File: src/rtl/manchester_pkg.sv
// manchester_pkg: shared state encoding, bit-period helper and default delimiter for the Manchester receive path
package manchester_pkg;
   typedef enum logic [2:0] {
      ST_IDLE,
      ST_HUNT,
      ST_LEN,
      ST_PAYLOAD,
      ST_DRAIN,
      ST_ERR,
      ST_REARM
   } state_t;
   localparam logic [7:0] SYNC_DEFAULT = 8'hD5;
   function automatic int bit_t(input int osc_fre, input int data_rate);
      return osc_fre / data_rate;
   endfunction
endpackage

File: src/rtl/mdec_sync_edge.sv
// mdec_sync_edge: brings decoder data/clock into the osc domain and strobes each new bit
//   osc, rst_n         : system clock, async active-low reset
//   recovered_data     : decoder data (async)
//   balanced_clk       : decoder bit clock (async), rising edge marks a new bit
//   bit_stb, bit_val   : one-cycle strobe per bit and the bit value sampled with it
module mdec_sync_edge (
   input  logic osc,
   input  logic rst_n,
   input  logic recovered_data,
   input  logic balanced_clk,
   output logic bit_stb,
   output logic bit_val
);
   logic d1, d2, c1, c2, c3;
   always_ff @(posedge osc or negedge rst_n) begin
      if (!rst_n) begin
         {d1, d2} <= '0;
         {c1, c2, c3} <= '0;
      end else begin
         {d2, d1} <= {d1, recovered_data};
         {c3, c2, c1} <= {c2, c1, balanced_clk};
      end
   end
   // data and clock share the same synchronizer depth, so d2 pairs with the edge seen on c2
   assign bit_stb = c2 & ~c3;
   assign bit_val = d2;
endmodule

File: src/rtl/manchester_rx_ctrl.sv
// manchester_rx_ctrl: hunts the sync word, reads a length byte and hands payload bytes to a valid/ready consumer
//   osc, rst_n                         : system clock, async active-low reset
//   rx_en                              : receive enable level
//   recovered_data, balanced_clk       : decoder outputs (async)
//   dec_rst_n                          : active-low decoder re-arm reset
//   byte_data, byte_valid, byte_ready  : payload handshake
//   frame_start, frame_end, frame_err  : one-cycle frame event pulses
//   busy                               : frame in progress
module manchester_rx_ctrl
   import manchester_pkg::*;
#(
   parameter int         OSC_FRE     = 32,
   parameter int         DATA_RATE   = 2,
   parameter logic [7:0] SYNC_WORD   = SYNC_DEFAULT,
   parameter int         MAX_LEN     = 16,
   parameter int         DEC_RST_CYC = 4
) (
   input  logic       osc,
   input  logic       rst_n,
   input  logic       rx_en,
   input  logic       recovered_data,
   input  logic       balanced_clk,
   output logic       dec_rst_n,
   output logic [7:0] byte_data,
   output logic       byte_valid,
   input  logic       byte_ready,
   output logic       frame_start,
   output logic       frame_end,
   output logic       frame_err,
   output logic       busy
);
   localparam int BIT_T  = bit_t(OSC_FRE, DATA_RATE);
   localparam int TO_MAX = 2 * BIT_T;
   localparam int TW     = $clog2(TO_MAX + 1);
   localparam int RW     = $clog2(DEC_RST_CYC + 1);
   logic          bit_stb, bit_val;
   state_t        state;
   logic [7:0]    win, shreg, len, byte_cnt;
   logic [2:0]    bit_cnt;
   logic [TW-1:0] to_cnt;
   logic [RW-1:0] rst_cnt;
   logic [7:0]    new_win, new_byte;
   logic          accept, timeout;
   mdec_sync_edge u_sync (
      .osc            (osc),
      .rst_n          (rst_n),
      .recovered_data (recovered_data),
      .balanced_clk   (balanced_clk),
      .bit_stb        (bit_stb),
      .bit_val        (bit_val)
   );
   assign new_win   = {win[6:0], bit_val};
   assign new_byte  = {shreg[6:0], bit_val};
   assign accept    = byte_valid & byte_ready;
   assign timeout   = !bit_stb && to_cnt == TW'(TO_MAX - 1);
   // combinational so the pulse coincides with the consumer taking the last byte
   assign frame_end = state == ST_DRAIN && accept;
   always_ff @(posedge osc or negedge rst_n) begin
      if (!rst_n) begin
         state       <= ST_IDLE;
         win         <= '0;
         shreg       <= '0;
         len         <= '0;
         byte_cnt    <= '0;
         bit_cnt     <= '0;
         to_cnt      <= '0;
         rst_cnt     <= '0;
         dec_rst_n   <= 1'b1;
         byte_data   <= '0;
         byte_valid  <= 1'b0;
         frame_start <= 1'b0;
         frame_err   <= 1'b0;
         busy        <= 1'b0;
      end else begin
         frame_start <= 1'b0;
         frame_err   <= 1'b0;
         busy        <= state inside {ST_LEN, ST_PAYLOAD, ST_DRAIN};
         if (accept) byte_valid <= 1'b0;
         to_cnt <= bit_stb ? '0 : to_cnt == TW'(TO_MAX) ? to_cnt : to_cnt + TW'(1);
         if (!rx_en && state != ST_REARM) begin
            state      <= ST_IDLE;
            byte_valid <= 1'b0;
         end else begin
            case (state)
               ST_IDLE: begin
                  state <= ST_HUNT;
                  win   <= '0;
               end
               ST_HUNT: if (bit_stb) begin
                  win <= new_win;
                  if (new_win == SYNC_WORD) begin
                     state       <= ST_LEN;
                     frame_start <= 1'b1;
                     bit_cnt     <= '0;
                     to_cnt      <= '0;
                  end
               end
               ST_LEN: begin
                  if (timeout) begin
                     state     <= ST_ERR;
                     frame_err <= 1'b1;
                  end else if (bit_stb) begin
                     shreg   <= new_byte;
                     bit_cnt <= bit_cnt + 3'd1;
                     if (bit_cnt == 3'd7) begin
                        if (new_byte == 8'd0 || new_byte > 8'(MAX_LEN)) begin
                           state     <= ST_ERR;
                           frame_err <= 1'b1;
                        end else begin
                           len      <= new_byte;
                           byte_cnt <= '0;
                           state    <= ST_PAYLOAD;
                        end
                     end
                  end
               end
               ST_PAYLOAD: begin
                  if (timeout) begin
                     state      <= ST_ERR;
                     frame_err  <= 1'b1;
                     byte_valid <= 1'b0;
                  end else if (bit_stb) begin
                     shreg   <= new_byte;
                     bit_cnt <= bit_cnt + 3'd1;
                     if (bit_cnt == 3'd7) begin
                        // an unaccepted byte would be overwritten: abort instead
                        if (byte_valid && !byte_ready) begin
                           state      <= ST_ERR;
                           frame_err  <= 1'b1;
                           byte_valid <= 1'b0;
                        end else begin
                           byte_data  <= new_byte;
                           byte_valid <= 1'b1;
                           byte_cnt   <= byte_cnt + 8'd1;
                           if (byte_cnt + 8'd1 == len) state <= ST_DRAIN;
                        end
                     end
                  end
               end
               ST_DRAIN: if (accept) begin
                  state     <= ST_REARM;
                  dec_rst_n <= 1'b0;
                  rst_cnt   <= '0;
               end
               ST_ERR: begin
                  state     <= ST_REARM;
                  dec_rst_n <= 1'b0;
                  rst_cnt   <= '0;
               end
               ST_REARM: begin
                  rst_cnt <= rst_cnt + RW'(1);
                  if (rst_cnt == RW'(DEC_RST_CYC - 1)) begin
                     dec_rst_n <= 1'b1;
                     win       <= '0;
                     state     <= rx_en ? ST_HUNT : ST_IDLE;
                  end
               end
               default: state <= ST_IDLE;
            endcase
         end
      end
   end
endmodule

File: config.mk
export PLATFORM = sky130hd
export DESIGN_NAME = manchester_rx_ctrl
export DESIGN_NICKNAME = d
export VERILOG_FILES = /design/src/rtl/manchester_pkg.sv /design/src/rtl/mdec_sync_edge.sv /design/src/rtl/manchester_rx_ctrl.sv
export SDC_FILE = /design/constraint.sdc
export NUM_CORES = 1
export LEC_CHECK = 0
export ABC_AREA = 1
export CORE_MARGIN = 1.5
export CORE_UTILIZATION = 59
export CTS_CLUSTER_SIZE = 40
export DETAILED_ROUTE_END_ITERATION = 7
export PLACE_DENSITY = 0.79
export SETUP_SLACK_MARGIN = 0.02
export SLEW_MARGIN = 20
export SYNTH_ARGS = -nofsm -noshare
export SYNTH_HDL_FRONTEND = slang
export SYNTH_SLANG_ARGS = --single-unit
File: constraint.sdc
create_clock -name osc -period 2.1 [get_ports osc]
set_input_delay 0.21 -clock osc [delete_from_list [all_inputs] [get_ports osc]]
set_output_delay 0.21 -clock osc [all_outputs]
set_load 0.01 [all_outputs]
==> flow_summary.ini, run 1 <==
[clocking]
cts_tree = done
ctsLongestPathBuffers = 2
path_clk_slew_ns = 0.07
numCtsBuffers = 9
root_buffer = clkbuf_8
insertion_delay_ns = 0.34
cts_htree_levels = 3
cts_sinks = 63

[power_and_ir_drop]
combPwrFrac = 0.225
p_sw_frac = 0.324
leakagePower_nw = 1.71
ir_drop_mv = 0.643
clkPwrFrac = 0.332
netSwitchingPower_mw = 1.09
p_int_mw = 2.28
pwr-share-seq = 0.442
power_density_nw_per_um2 = 913

[detailed_routing]
wl_per_cell_um = 13.0
dr.pass1.iters = 4
via_per_inst = 5.27
drt_iter0_markers = 210
via_count = 2598
drc = 0
routed_wl_um = 6400
postRouteAntennaNets = 0

[cells_and_area]
drive_above_1_share = 0.111
nets = 431
fill_cells = 429
mostFrequentLayoutCell = nand2_1
multi_input_area_um2 = 1330
regArea_um2 = 1580
areaGrowthSynthToFinish_pct = 17.1
layout_common_cells = nand2_1, dfrtp_1, inv_1, nand3_1, o21ai_0
utilization = 0.719
antenna-diode-count = 0

[timing]
max_slew_margin = 0.657
tightestPinTransition_ns = 0.511
max_freq_mhz = 551
finalSetupViolations = 0
final_hold_viol_count = 0
final.setup.tns_ns = 0
min_period_ns = 1.82
post-route-period-util = 0.864
finClkSkew_ns = 0.00658
rsz0062_at_grt = no
drv_slew = 0

[grt]
grt_max_degree = 64
met2_usage = 0.401
antenna_found_initial = 0
grt.busiest_layer = met2
groute.usage.overall = 0.248
grt_pass1_wl_um = 11400
gr-usage-met1 = 0.323
met3_usage = 0.0671
grt_pass1_vias = 2561
grt-ovfl-total = 0

[synth]
synth_top_family_by_area = simple AND/OR/NAND/NOR gates
synth_cell_types = 36
synthSimpleGateAreaFrac = 0.270
synth_xor_area_frac = 0.00832
yosysSeqAreaShare = 0.500
netlist_area_um2 = 3160
synth_nets = 400
synth-compound-area-share = 0.108
muxShareOfSynthArea = 0.00357
avgSynthCellArea_um2 = 8.16
synth_warnings = 0
syn-instance-count = 387
ys_ff_latch = 63
synth_fa_ha_area_frac = 0.0277

[floorplan]
core_region_area_um2 = 5140
io_pins = 20
die_width_um = 76.1
rows = 26
die_height_um = 76.1
dieArea_um2 = 5800
start_util = 0.614

[flow_run]
maxCapViolCount = 0

[setup_path]
endpoint_kind = primary output
worstSetupStartpointType = flop
worstPathRequired_ns = 1.89
arrival_ns = 1.61
cp_max_fo = 7
criticalPathCategory = reg2out

[worst_hold_path]
min_path_type = in2reg

[outcome]
outcome = complete, no violations

[placement]
hpwl_um = 4430
portBuffers = 19
place_congestion = 0.892
metrics by stage:
stage | setup WS [ns] | hold WS (ns) | power, mW | instance area [um2] | std cells
after floorplan | 0.465 | -0.0856 | 2.03 | 3160 | 387
after global placement | 0.255 | 0.244 | 2.23 | 3440 | 474
after detailed placement | 0.216 | 0.244 | 2.26 | 3440 | 474
after CTS | 0.236 | 0.294 | 3.39 | 3670 | 491
after global routing | 0.105 | 0.283 | 3.59 | 3700 | 493
final | 0.285 | 0.308 | 3.38 | 3700 | 493
what timing repair did:
action                                  in CTS  in global routing
endpoints found under the setup margin       1                  4
hold endpoints to repair                    62                  0
gates resized for setup                      2                  2
hold buffers                                 1                  0
buffers inserted                             0                  2
cloned                                       0                  0
cell families after synthesis:
| family | after synthesis |
|---|---|
| fa+ha+maj | 7 |
| xor+xnor | 3 |
| simple gates | 186 |
| mux | 1 |
| flops | 63 |
| compound gates | 60 |
| buf+inv | 67 |
layout make-up:
class	instances	share of cell area
multi-input cells	257	0.360
repair buffers	27	0.0701
well taps	70	0.0237
inverters	60	0.0609
clock inverters	4	0.0142
flip-flops and latches	63	0.427
clock buffers	12	0.0447
worst paths after layout:
| path | startpoint | end | slack [ns] | cells past startpoint |
|---|---|---|---|---|
| max | state[2] | frame_end | 0.28 | 5 |
| min | balanced_clk | u_sync.c1 | 0.31 | 1 |
| max reg2reg | u_sync.c3 | byte_cnt[7] | 0.29 | 8 |
| min reg2reg | u_sync.c1 | u_sync.c2 | 0.36 | 0 |
| max in group asynchronous | rst_n | dec_rst_n | 1.40 | 3 |
| min in group asynchronous | rst_n | byte_cnt[4] | 0.41 | 3 |
power by group through the flow:
stage	logic, mW	registers [mW]	clock network (mW)
finish	0.761	1.49	1.12
global route	0.879	1.51	1.20
CTS	0.758	1.49	1.14
detailed placement	0.752	1.51	0
global placement	0.727	1.50	0
floorplan	0.538	1.49	0
flip-flops by register name (all words and copies together) (netlist names), 3 cells and up:
signal	flops
state	3
rst_cnt	3
shreg	7
to_cnt	6
len	8
bit_cnt	3
byte_cnt	8
byte_data	8
win	7
synthesized netlist by cell type:
| master | count | area share |
|---|---|---|
| nor4_1 | 2 | 0.0040 |
| nand2_2 | 1 | 0.0020 |
| nor3_1 | 8 | 0.013 |
| a22o_1 | 1 | 0.0028 |
| buf_4 | 1 | 0.0024 |
| inv_2 | 3 | 0.0036 |
| dfrtp_1 | 62 | 0.49 |
| nor4_2 | 1 | 0.0040 |
| ha_1 | 7 | 0.028 |
| nor2_1 | 26 | 0.031 |
| a211oi_1 | 1 | 0.0024 |
| nand3_1 | 34 | 0.054 |
| o21ai_0 | 28 | 0.044 |
| nor2_4 | 1 | 0.0036 |
| nand3b_1 | 4 | 0.0095 |
| or2_2 | 1 | 0.0020 |
| mux2_1 | 1 | 0.0036 |
| o21ai_1 | 15 | 0.024 |
| buf_2 | 5 | 0.0079 |
| o2111ai_1 | 1 | 0.0028 |
| dfstp_2 | 1 | 0.0083 |
| xnor2_1 | 1 | 0.0028 |
| inv_1 | 57 | 0.068 |
| nand2_1 | 96 | 0.11 |
| clkbuf_1 | 1 | 0.0012 |
| nand3_4 | 1 | 0.0055 |
| a21oi_1 | 6 | 0.0095 |
| o21ai_2 | 5 | 0.014 |
| nor2_2 | 1 | 0.0020 |
| nand2_4 | 1 | 0.0036 |
| nand4_1 | 6 | 0.012 |
| xor2_1 | 2 | 0.0055 |
| nand3_2 | 2 | 0.0063 |
| nand4_2 | 1 | 0.0040 |
| a311oi_1 | 1 | 0.0028 |
| a21oi_2 | 2 | 0.0055 |
metal layers:
| metal | vias to the layer above | part of all wire | routed length (um) |
|---|---|---|---|
| met5 | - | 0 | 0 |
| met4 | 0 | 0.012 | 80 |
| met3 | 8 | 0.039 | 247 |
| met2 | 41 | 0.47 | 3000 |
| met1 | 1236 | 0.48 | 3070 |
| li1 | 1313 | - | - |
worst max-delay path, cell delays in order, from the launching register on:
cell and delay [ns]:
dfrtp_1 0.50, nand2_1 0.11, nor2_1 0.12, inv_1 0.07
nor3_1 0.17, dlygate4sd2_1 0.29
(Power assumes the default switching activity.)
==> run 2, diff against run 1 <==
--- a/config.mk
+++ b/config.mk
@@ -10,7 +10,7 @@
 export CORE_UTILIZATION = 59
 export CTS_CLUSTER_SIZE = 40
 export DETAILED_ROUTE_END_ITERATION = 7
-export PLACE_DENSITY = 0.79
+export PLACE_DENSITY_LB_ADDON = 0.08
 export SETUP_SLACK_MARGIN = 0.02
 export SLEW_MARGIN = 20
 export SYNTH_ARGS = -nofsm -noshare
==> flow_summary.ini, run 2 (same netlist as run 1, synthesis figures left out) <==
[floorplan]
dieArea_um2 = 5800
core_region_area_um2 = 5140
start_util = 0.614
rows = 26
die_width_um = 76.1
die_height_um = 76.1
io_pins = 20

[setup_path]
worstSetupStartpointType = flop
crit_path_max_incr_delay_ns = 0.38
criticalPathCategory = reg2reg
worstPathRequired_ns = 2.33
r2r_end = state[1]
critical_path_buf_inv_count = 1
cp_common_cell = nand2_1
cp_max_fo = 6
rr_startpoint = to_cnt[0]
cp_num_cells = 10
r2r_slack_ns = 0.24
cp_cell_sequence = ha_1 > nand2_1 > inv_1 > nand4_1 > nand3_1 > nand3_1 > a21oi_2 > nand2_2 > nand2_1 > nand2_1
cp_top_family = simple AND/OR/NAND/NOR gates
endpoint_kind = flop
arrival_ns = 2.09
rr_worst_depth = 10
crit_slowest_cell = dfrtp_1

[detailed_routing]
via_per_inst = 5.30
routed_wl_um = 6320
wl_per_cell_um = 12.9
postRouteAntennaNets = 0
via_count = 2597
dr.pass1.iters = 4
drc = 0
drt_iter0_markers = 96

[grt]
grt_pass1_wl_um = 11000
groute.usage.overall = 0.238
antenna_found_initial = 0
grt_pass1_vias = 2490
grt-ovfl-total = 0
grt_max_degree = 35

[cells_and_area]
drive_above_1_share = 0.105
mostFrequentLayoutCell = nand2_1
layout_common_cells = nand2_1, dfrtp_1, inv_1, nand3_1, o21ai_0
nets = 429
antenna-diode-count = 0
top_regs = byte_cnt x8, byte_data x8, len x8
areaGrowthSynthToFinish_pct = 15.6
fill_cells = 440
fin_cells = 490

[flow_run]
maxCapViolCount = 0

[clocking]
insertion_delay_ns = 0.34
ctsLongestPathBuffers = 2
root_buffer = clkbuf_8
cts_sinks = 63
cts_tree = done
numCtsBuffers = 9
path_clk_slew_ns = 0.07
cts_htree_levels = 3
postCtsSetupBuffers = 0

[placement]
dp.cells = 474
place_congestion = 0.827
portBuffers = 19
hpwl_um = 4440

[power_and_ir_drop]
power_density_nw_per_um2 = 911
ir_drop_mv = 0.657
power.total_mw = 3.33
leakagePower_nw = 1.70

[timing]
final.setup.tns_ns = 0
finClkSkew_ns = 0.00759
rsz0062_at_grt = no
tightestPinTransition_ns = 0.779
holdWs_ns = 0.304
finalSetupViolations = 0
max_freq_mhz = 538
drv_slew = 0
max_slew_margin = 0.481
min_period_ns = 1.86
post-route-period-util = 0.885
final_hold_viol_count = 0

[worst_hold_path]
whs_path_depth = 1
hold_start = balanced_clk
min_path_type = in2reg
hold_end = u_sync.c1

[outcome]
outcome = complete, no violations
## run 2: layer usage
| layer | GRT usage | up-vias | share of wire |
|---|---|---|---|
| li1 | - | 1310 | - |
| met5 | 0 | - | 0 |
| met1 | 0.333 | 1218 | 0.48 |
| met3 | 0.0575 | 11 | 0.046 |
| met2 | 0.363 | 58 | 0.46 |
| met4 | 0.0889 | 0 | 0.015 |
## run 2: cell type report
cell class	count	area, um2	share of cell area
Sequential cell	63	1580	0.433
Multi-Input combinational cell	257	1320	0.361
Tap cell	70	87.6	0.0240
Inverter	60	225	0.0617
Timing Repair Buffer	25	244	0.0668
Clock buffer	11	151	0.0415
Clock inverter	4	45.0	0.0123
## run 2: power breakdown
group	switching [mW]	internal (mW)	total, mW
Combinational	0.499	0.266	0.764
Clock	0.464	0.600	1.06
Sequential	0.126	1.37	1.50
## run 2: worst max-delay path by stage
stage,start,endpoint,slack [ns]
finish,to_cnt[0],state[1],0.24
global route,bit_cnt[0],len[1],0.04
CTS,bit_cnt[0],len[1],0.25
detailed placement,rx_en,len[1],0.24
global placement,rx_en,len[2],0.28
floorplan,byte_cnt[0],state[2],0.47
## run 2: metrics by stage
stage	cell area (um2)	setup WS, ns	util
after global routing	3650	0.0416	0.710
after floorplan	3160	0.465	-
final	3650	0.241	0.710
after global placement	3440	0.276	0.670
after detailed placement	3440	0.238	0.670
after CTS	3650	0.252	0.710
## run 2: timing repair
item	CTS	global route
resized for setup	3	0
setup endpoints to repair	1	0
hold buffers	1	0
hold endpoints to repair	32	0
==> variant 1 (config.mk and constraints of run 2) <==
Set the parameter `DATA_RATE` to 4 (it was 2).
--- a/src/rtl/manchester_rx_ctrl.sv
+++ b/src/rtl/manchester_rx_ctrl.sv
@@ -10,7 +10,7 @@
    import manchester_pkg::*;
 #(
    parameter int         OSC_FRE     = 32,
-   parameter int         DATA_RATE   = 2,
+   parameter int         DATA_RATE   = 4,
    parameter logic [7:0] SYNC_WORD   = SYNC_DEFAULT,
    parameter int         MAX_LEN     = 16,
    parameter int         DEC_RST_CYC = 4
Function: same outputs for any inputs over 10 cycles, from zero or initial values and one cycle with rst_n low; that may be too few to reach the edited logic, so the function may still have changed.
==> variant 1 against run 2 <==
  * Sequential cell count decreased by 1
  * Hold slack improved by 0.0025 ns
  * Synthesized cell count fell by 4.1%
  * Wire length decreased by 0.33%
  * Total power increased by 12%
  * Cell area grew 2.5%
  * Worst setup slack got worse by 0.099 ns
  * Largest power group unchanged
  * Combinational power up 20%
  * Synthesized area is 0.20% higher
==> variant 1: results (changes against run 2) <==
** Worst hold path
- The hold path startpoint was recovered_data (was balanced_clk).
- The worst-case hold path end point is u_sync.d1 (was u_sync.c1).

** Critical path
- Delay contributed by the slowest stage of the critical path :: 0.36 ns (was 0.38 ns)
- Worst-path fanout max :: 4 (was 6)
- The capture point of the worst reg-to-reg path is state[0] (was state[1]).
- Arr. time, crit path :: 2.19 ns (was 2.09 ns)
- The setup slack of the worst register-to-register path was 0.14 ns (was 0.24 ns).

** Global route
- Largest net degree at the start of global routing :: 26 (was 35)
- All-layer global routing usage :: 24.0% (was 23.8%)
- The global-route wire length before repair was 10900 microns (was 11000 microns).
- Vias in the first global route :: 2389 (was 2490)

** Yosys
- Number of distinct library cell variants in the gate-level netlist after synthesis :: 40 (was 36)
- Sequential-to-total area share from yosys stat :: 49.1% (was 50.0%)
- Post-Synthesis Net Count :: 385 (was 400)
- Top area cells in the synthesized netlist :: dfrtp_1, nand2_1, inv_1, nand3_1, o21ai_1 (was dfrtp_1, nand2_1, inv_1, nand3_1, o21ai_0)
- Top cells by count, synth :: nand2_1, dfrtp_1, inv_1 (unchanged)
- Multiplexer fraction of the synthesized cell area :: 0% (was 0.357%)
- Post-synthesis share of cell area spent on full adders, half adders and majority gates :: 3.16% (was 2.77%)

** Power
- The part of the power in combinational logic came to 24.8% (was 23.0%).
- Cell-internal power :: 2.54 mW (was 2.24 mW)
- Static Leak :: 1.77 nW (was 1.70 nW)
- Clock network power consumption :: 1.29 mW (was 1.06 mW)

** Final layout
- Final standard cell count with taps included and fillers excluded :: 481 (was 490)
- Layout cells sized above 1 :: 16.5% (was 10.5%)

** Place
- Estimated wirelength of the detail-placed design :: 4620 microns (was 4440 microns)
- RePlAce Congestion :: 0.867 (was 0.827)

** STA
- The worst clock skew came to 0.00778 ns (was 0.00759 ns).
- The actual slew at the worst max-slew pin was 0.532 ns (was 0.779 ns).
- Fin Hold WS :: 0.306 ns (was 0.304 ns)
- The final critical-path required period came to 1.96 ns (was 1.86 ns).

** Detailed routing
- The initial DRC count is 151 (was 96).
- The total number of vias was 2524 (was 2597).
- The routed length per instance came to 13.1 microns (was 12.9 microns).

** Run status
- Run status :: finished clean (unchanged)
variant 1: cell count changes in the layout (fill, tap and decap cells not counted), moves of 6 or more:
cell	run 2	this run
o21ai_0	28	13
o21ai_1	15	21
nand2_1	96	90
nand3_1	34	28
inv_1	56	49
buf_4	4	10
variant 1: layer usage:
metal / track usage [%] / vias up / share of wire [%]
li1: - / 1283 / -
met1: 30.7 / 1186 / 45
met2: 40.1 / 48 / 51
met3: 5.75 / 7 / 3.3
met4: 8.70 / 0 / 1.3
met5: 0 / - / 0
variant 1: layout make-up:
type                    count  area, sq um
well taps                  70         87.6
flip-flops and latches     62         1550
repair buffers             31          289
fillers                   397         1400
inverters                  57          221
multi-input cells         245         1340
clock buffers              10          138
clock inverters             6          109
variant 1: through the flow:
step,util [%],area [sq um]
after floorplan,-,3160
after global placement,67.3,3460
after detailed placement,67.3,3460
after CTS,72.4,3720
after global routing,72.8,3740
final,72.8,3740
==> variant 2 (settings of run 2) <==
Made on the original files. Put one more register stage on the output `frame_err`, with the module's reset. The value now appears one clock later. The other outputs are not delayed to match. Comments in the files are not updated.
--- a/src/rtl/manchester_rx_ctrl.sv
+++ b/src/rtl/manchester_rx_ctrl.sv
@@ -33,6 +33,8 @@
    localparam int TO_MAX = 2 * BIT_T;
    localparam int TW     = $clog2(TO_MAX + 1);
    localparam int RW     = $clog2(DEC_RST_CYC + 1);
+
+   logic frame_err_s0;
    logic          bit_stb, bit_val;
    state_t        state;
    logic [7:0]    win, shreg, len, byte_cnt;
@@ -69,11 +71,11 @@
          byte_data   <= '0;
          byte_valid  <= 1'b0;
          frame_start <= 1'b0;
-         frame_err   <= 1'b0;
+         frame_err_s0 <= 1'b0;
          busy        <= 1'b0;
       end else begin
          frame_start <= 1'b0;
-         frame_err   <= 1'b0;
+         frame_err_s0 <= 1'b0;
          busy        <= state inside {ST_LEN, ST_PAYLOAD, ST_DRAIN};
          if (accept) byte_valid <= 1'b0;
          to_cnt <= bit_stb ? '0 : to_cnt == TW'(TO_MAX) ? to_cnt : to_cnt + TW'(1);
@@ -98,14 +100,14 @@
                ST_LEN: begin
                   if (timeout) begin
                      state     <= ST_ERR;
-                     frame_err <= 1'b1;
+                     frame_err_s0 <= 1'b1;
                   end else if (bit_stb) begin
                      shreg   <= new_byte;
                      bit_cnt <= bit_cnt + 3'd1;
                      if (bit_cnt == 3'd7) begin
                         if (new_byte == 8'd0 || new_byte > 8'(MAX_LEN)) begin
                            state     <= ST_ERR;
-                           frame_err <= 1'b1;
+                           frame_err_s0 <= 1'b1;
                         end else begin
                            len      <= new_byte;
                            byte_cnt <= '0;
@@ -117,7 +119,7 @@
                ST_PAYLOAD: begin
                   if (timeout) begin
                      state      <= ST_ERR;
-                     frame_err  <= 1'b1;
+                     frame_err_s0 <= 1'b1;
                      byte_valid <= 1'b0;
                   end else if (bit_stb) begin
                      shreg   <= new_byte;
@@ -126,7 +128,7 @@
                         // an unaccepted byte would be overwritten: abort instead
                         if (byte_valid && !byte_ready) begin
                            state      <= ST_ERR;
-                           frame_err  <= 1'b1;
+                           frame_err_s0 <= 1'b1;
                            byte_valid <= 1'b0;
                         end else begin
                            byte_data  <= new_byte;
@@ -160,5 +162,13 @@
          end
       end
    end
+   always_ff @(posedge osc or negedge rst_n) begin
+      if (!rst_n) begin
+         frame_err <= '0;
+      end else begin
+         frame_err <= frame_err_s0;
+      end
+   end
+
 endmodule
 
Function: no difference found for any inputs over 10 cycles, from zero or initial values and one cycle with rst_n low; that may be too few to reach the edited logic, so the function may still have changed.
==> variant 2 against run 2 <==
  * Synthesized area shrank 1.1%
  * Cell area grew 0.14%
  * Die area shrank 1.0%
  * Wire length grew 3.3%
  * First-iteration DRC count grew 110%
  * Total power shrank 0.74%
  * Sequential cell count grew 1
  * Worst setup slack lost 0.047 ns
  * Critical endpoint unchanged
  * Highest routed layer unchanged
==> variant 2: results (changes against run 2) <==
** STA
- The actual slew at the worst max-slew pin was 0.698 ns (was 0.779 ns).
- The number of pins exceeding their max-slew limit in the final report is 0 (unchanged).
- Clk_skew :: 0.0109 ns (was 0.00759 ns)

** Place
- Estimated wirelength of the detail-placed design :: 4670 microns (was 4440 microns)
- RePlAce Congestion :: 0.920 (was 0.827)
- The setup slack at placement came to 0.0401 ns (was 0.238 ns).

** Power
- Peak supply drop :: 0.668 mV (was 0.657 mV)
- The power consumed by combinational cells came to 0.751 mW (was 0.764 mW).
- Static Leak :: 1.76 nW (was 1.70 nW)
- The cell-internal power was 2.22 mW (was 2.24 mW).

** Yosys
- Top cells by count, synth: nand2_1, dfrtp_1, inv_1 (unchanged).
- The sequential cell area fraction in the yosys report came to 51.3% (was 50.0%).
- Top area cells in the synthesized netlist :: dfrtp_1, nand2_1, inv_1, o21ai_0, nand3_1 (was dfrtp_1, nand2_1, inv_1, nand3_1, o21ai_0)
- Post-Synthesis Net Count :: 400 (unchanged)
- Number of distinct library cell variants in the gate-level netlist after synthesis :: 33 (was 36)
- The share of synthesized registers carrying an async set or reset was 100% (unchanged).

** Detailed routing
- DRC marker count from the first detailed-route iteration :: 200 (was 96)
- The via-per-instance ratio is 5.38 (was 5.30).
- The detailed route wirelength on metal3 is 276 microns (was 292 microns).
- WL met1 :: 3020 microns (was 3050 microns)
- The met2 layer wire length in the routed design came to 3130 microns (was 2880 microns).
- The number of iterations in the first detailed-routing pass came to 5 (was 4).
- The routed length per instance came to 13.2 microns (was 12.9 microns).

** Final layout
- The ratio of cells with drive above 1 in the final layout is 9.22% (was 10.5%).
- Fillcell total :: 413 (was 440)
- Number of nets at the end of the flow :: 431 (was 429)

** Global route
- The global-route usage over all layers is 25.1% (was 23.8%).
- Vias in the first global route :: 2522 (was 2490)
- First-pass GRT wire length :: 10800 microns (was 11000 microns)
- The largest net degree at the start of global routing is 35 (unchanged).
- Met2 layer usage reported by global route :: 40.5% (was 36.3%)
- Met3 demand-to-capacity share in global routing :: 3.84% (was 5.75%)
- The met1 track demand over resource in global routing was 33.1% (was 33.3%).

** Run status
- Run status: finished clean (unchanged).

** Clock tree
- The maximum level of the CTS H-tree came to 3 (unchanged).
- Number of buffers created by CTS :: 9 (unchanged)

** Critical path
- The worst path arrival time was 2.13 ns (was 2.09 ns).
- The maximum fanout encountered on the critical timing path was 8 (was 6).
- The slowest cell on the critical path is dfrtp_2 (was dfrtp_1).
## variant 2: changes by cell type after synthesis, moves of 3 or more
cell      change
o21ai_1      -15
o21ai_0      +13
nand2_1       +5
o21ai_2       -5
nand4_1       -4
nand3b_1      -3
## variant 2: timing repair
action                                 in CTS  in global routing
setup endpoints to repair                   0                  4
hold buffers                                1                  0
resized for setup                           0                  6
endpoints found under the hold margin      29                  0
## variant 2: kinds of logic after synthesis
logic type | share of synthesized area (%)
AND/OR/NAND/NOR | 26.2
buffers and inverters | 7.97
AO/OA/AOI/OAI | 10.6
flip-flops | 51.3
adder cells (fa/ha/maj) | 2.80
XOR/XNOR | 1.12
## variant 2: final cells by class
| class | count | area [sq um] | area share, % |
|---|---|---|---|
| well taps | 70 | 87.6 | 2.40 |
| repair buffers | 27 | 263 | 7.19 |
| clock buffers | 11 | 141 | 3.87 |
| inverters | 58 | 218 | 5.96 |
| flip-flops and latches | 64 | 1600 | 43.9 |
| multi-input cells | 258 | 1280 | 35.2 |
| clock inverters | 5 | 56.3 | 1.54 |
## variant 2: through the flow
stage,cells,cell area (sq um),total power [mW]
global route,493,3650,3.48
CTS,493,3640,3.31
floorplan,387,3120,2.02
detailed placement,476,3430,2.26
global placement,476,3430,2.22
finish,493,3650,3.30
## variant 2: worst paths after layout
check | slack, ns | cells after the start | start | end
max reg2reg | 0.19 | 11 | byte_cnt[0] | state[1]
min reg2reg | 0.35 | 0 | u_sync.c1 | u_sync.c2
max in group asynchronous | 1.03 | 3 | rst_n | byte_data[6]
min | 0.31 | 1 | balanced_clk | u_sync.c1
max | 0.19 | 11 | byte_cnt[0] | state[1]
min in group asynchronous | 0.46 | 2 | rst_n | u_sync.c3
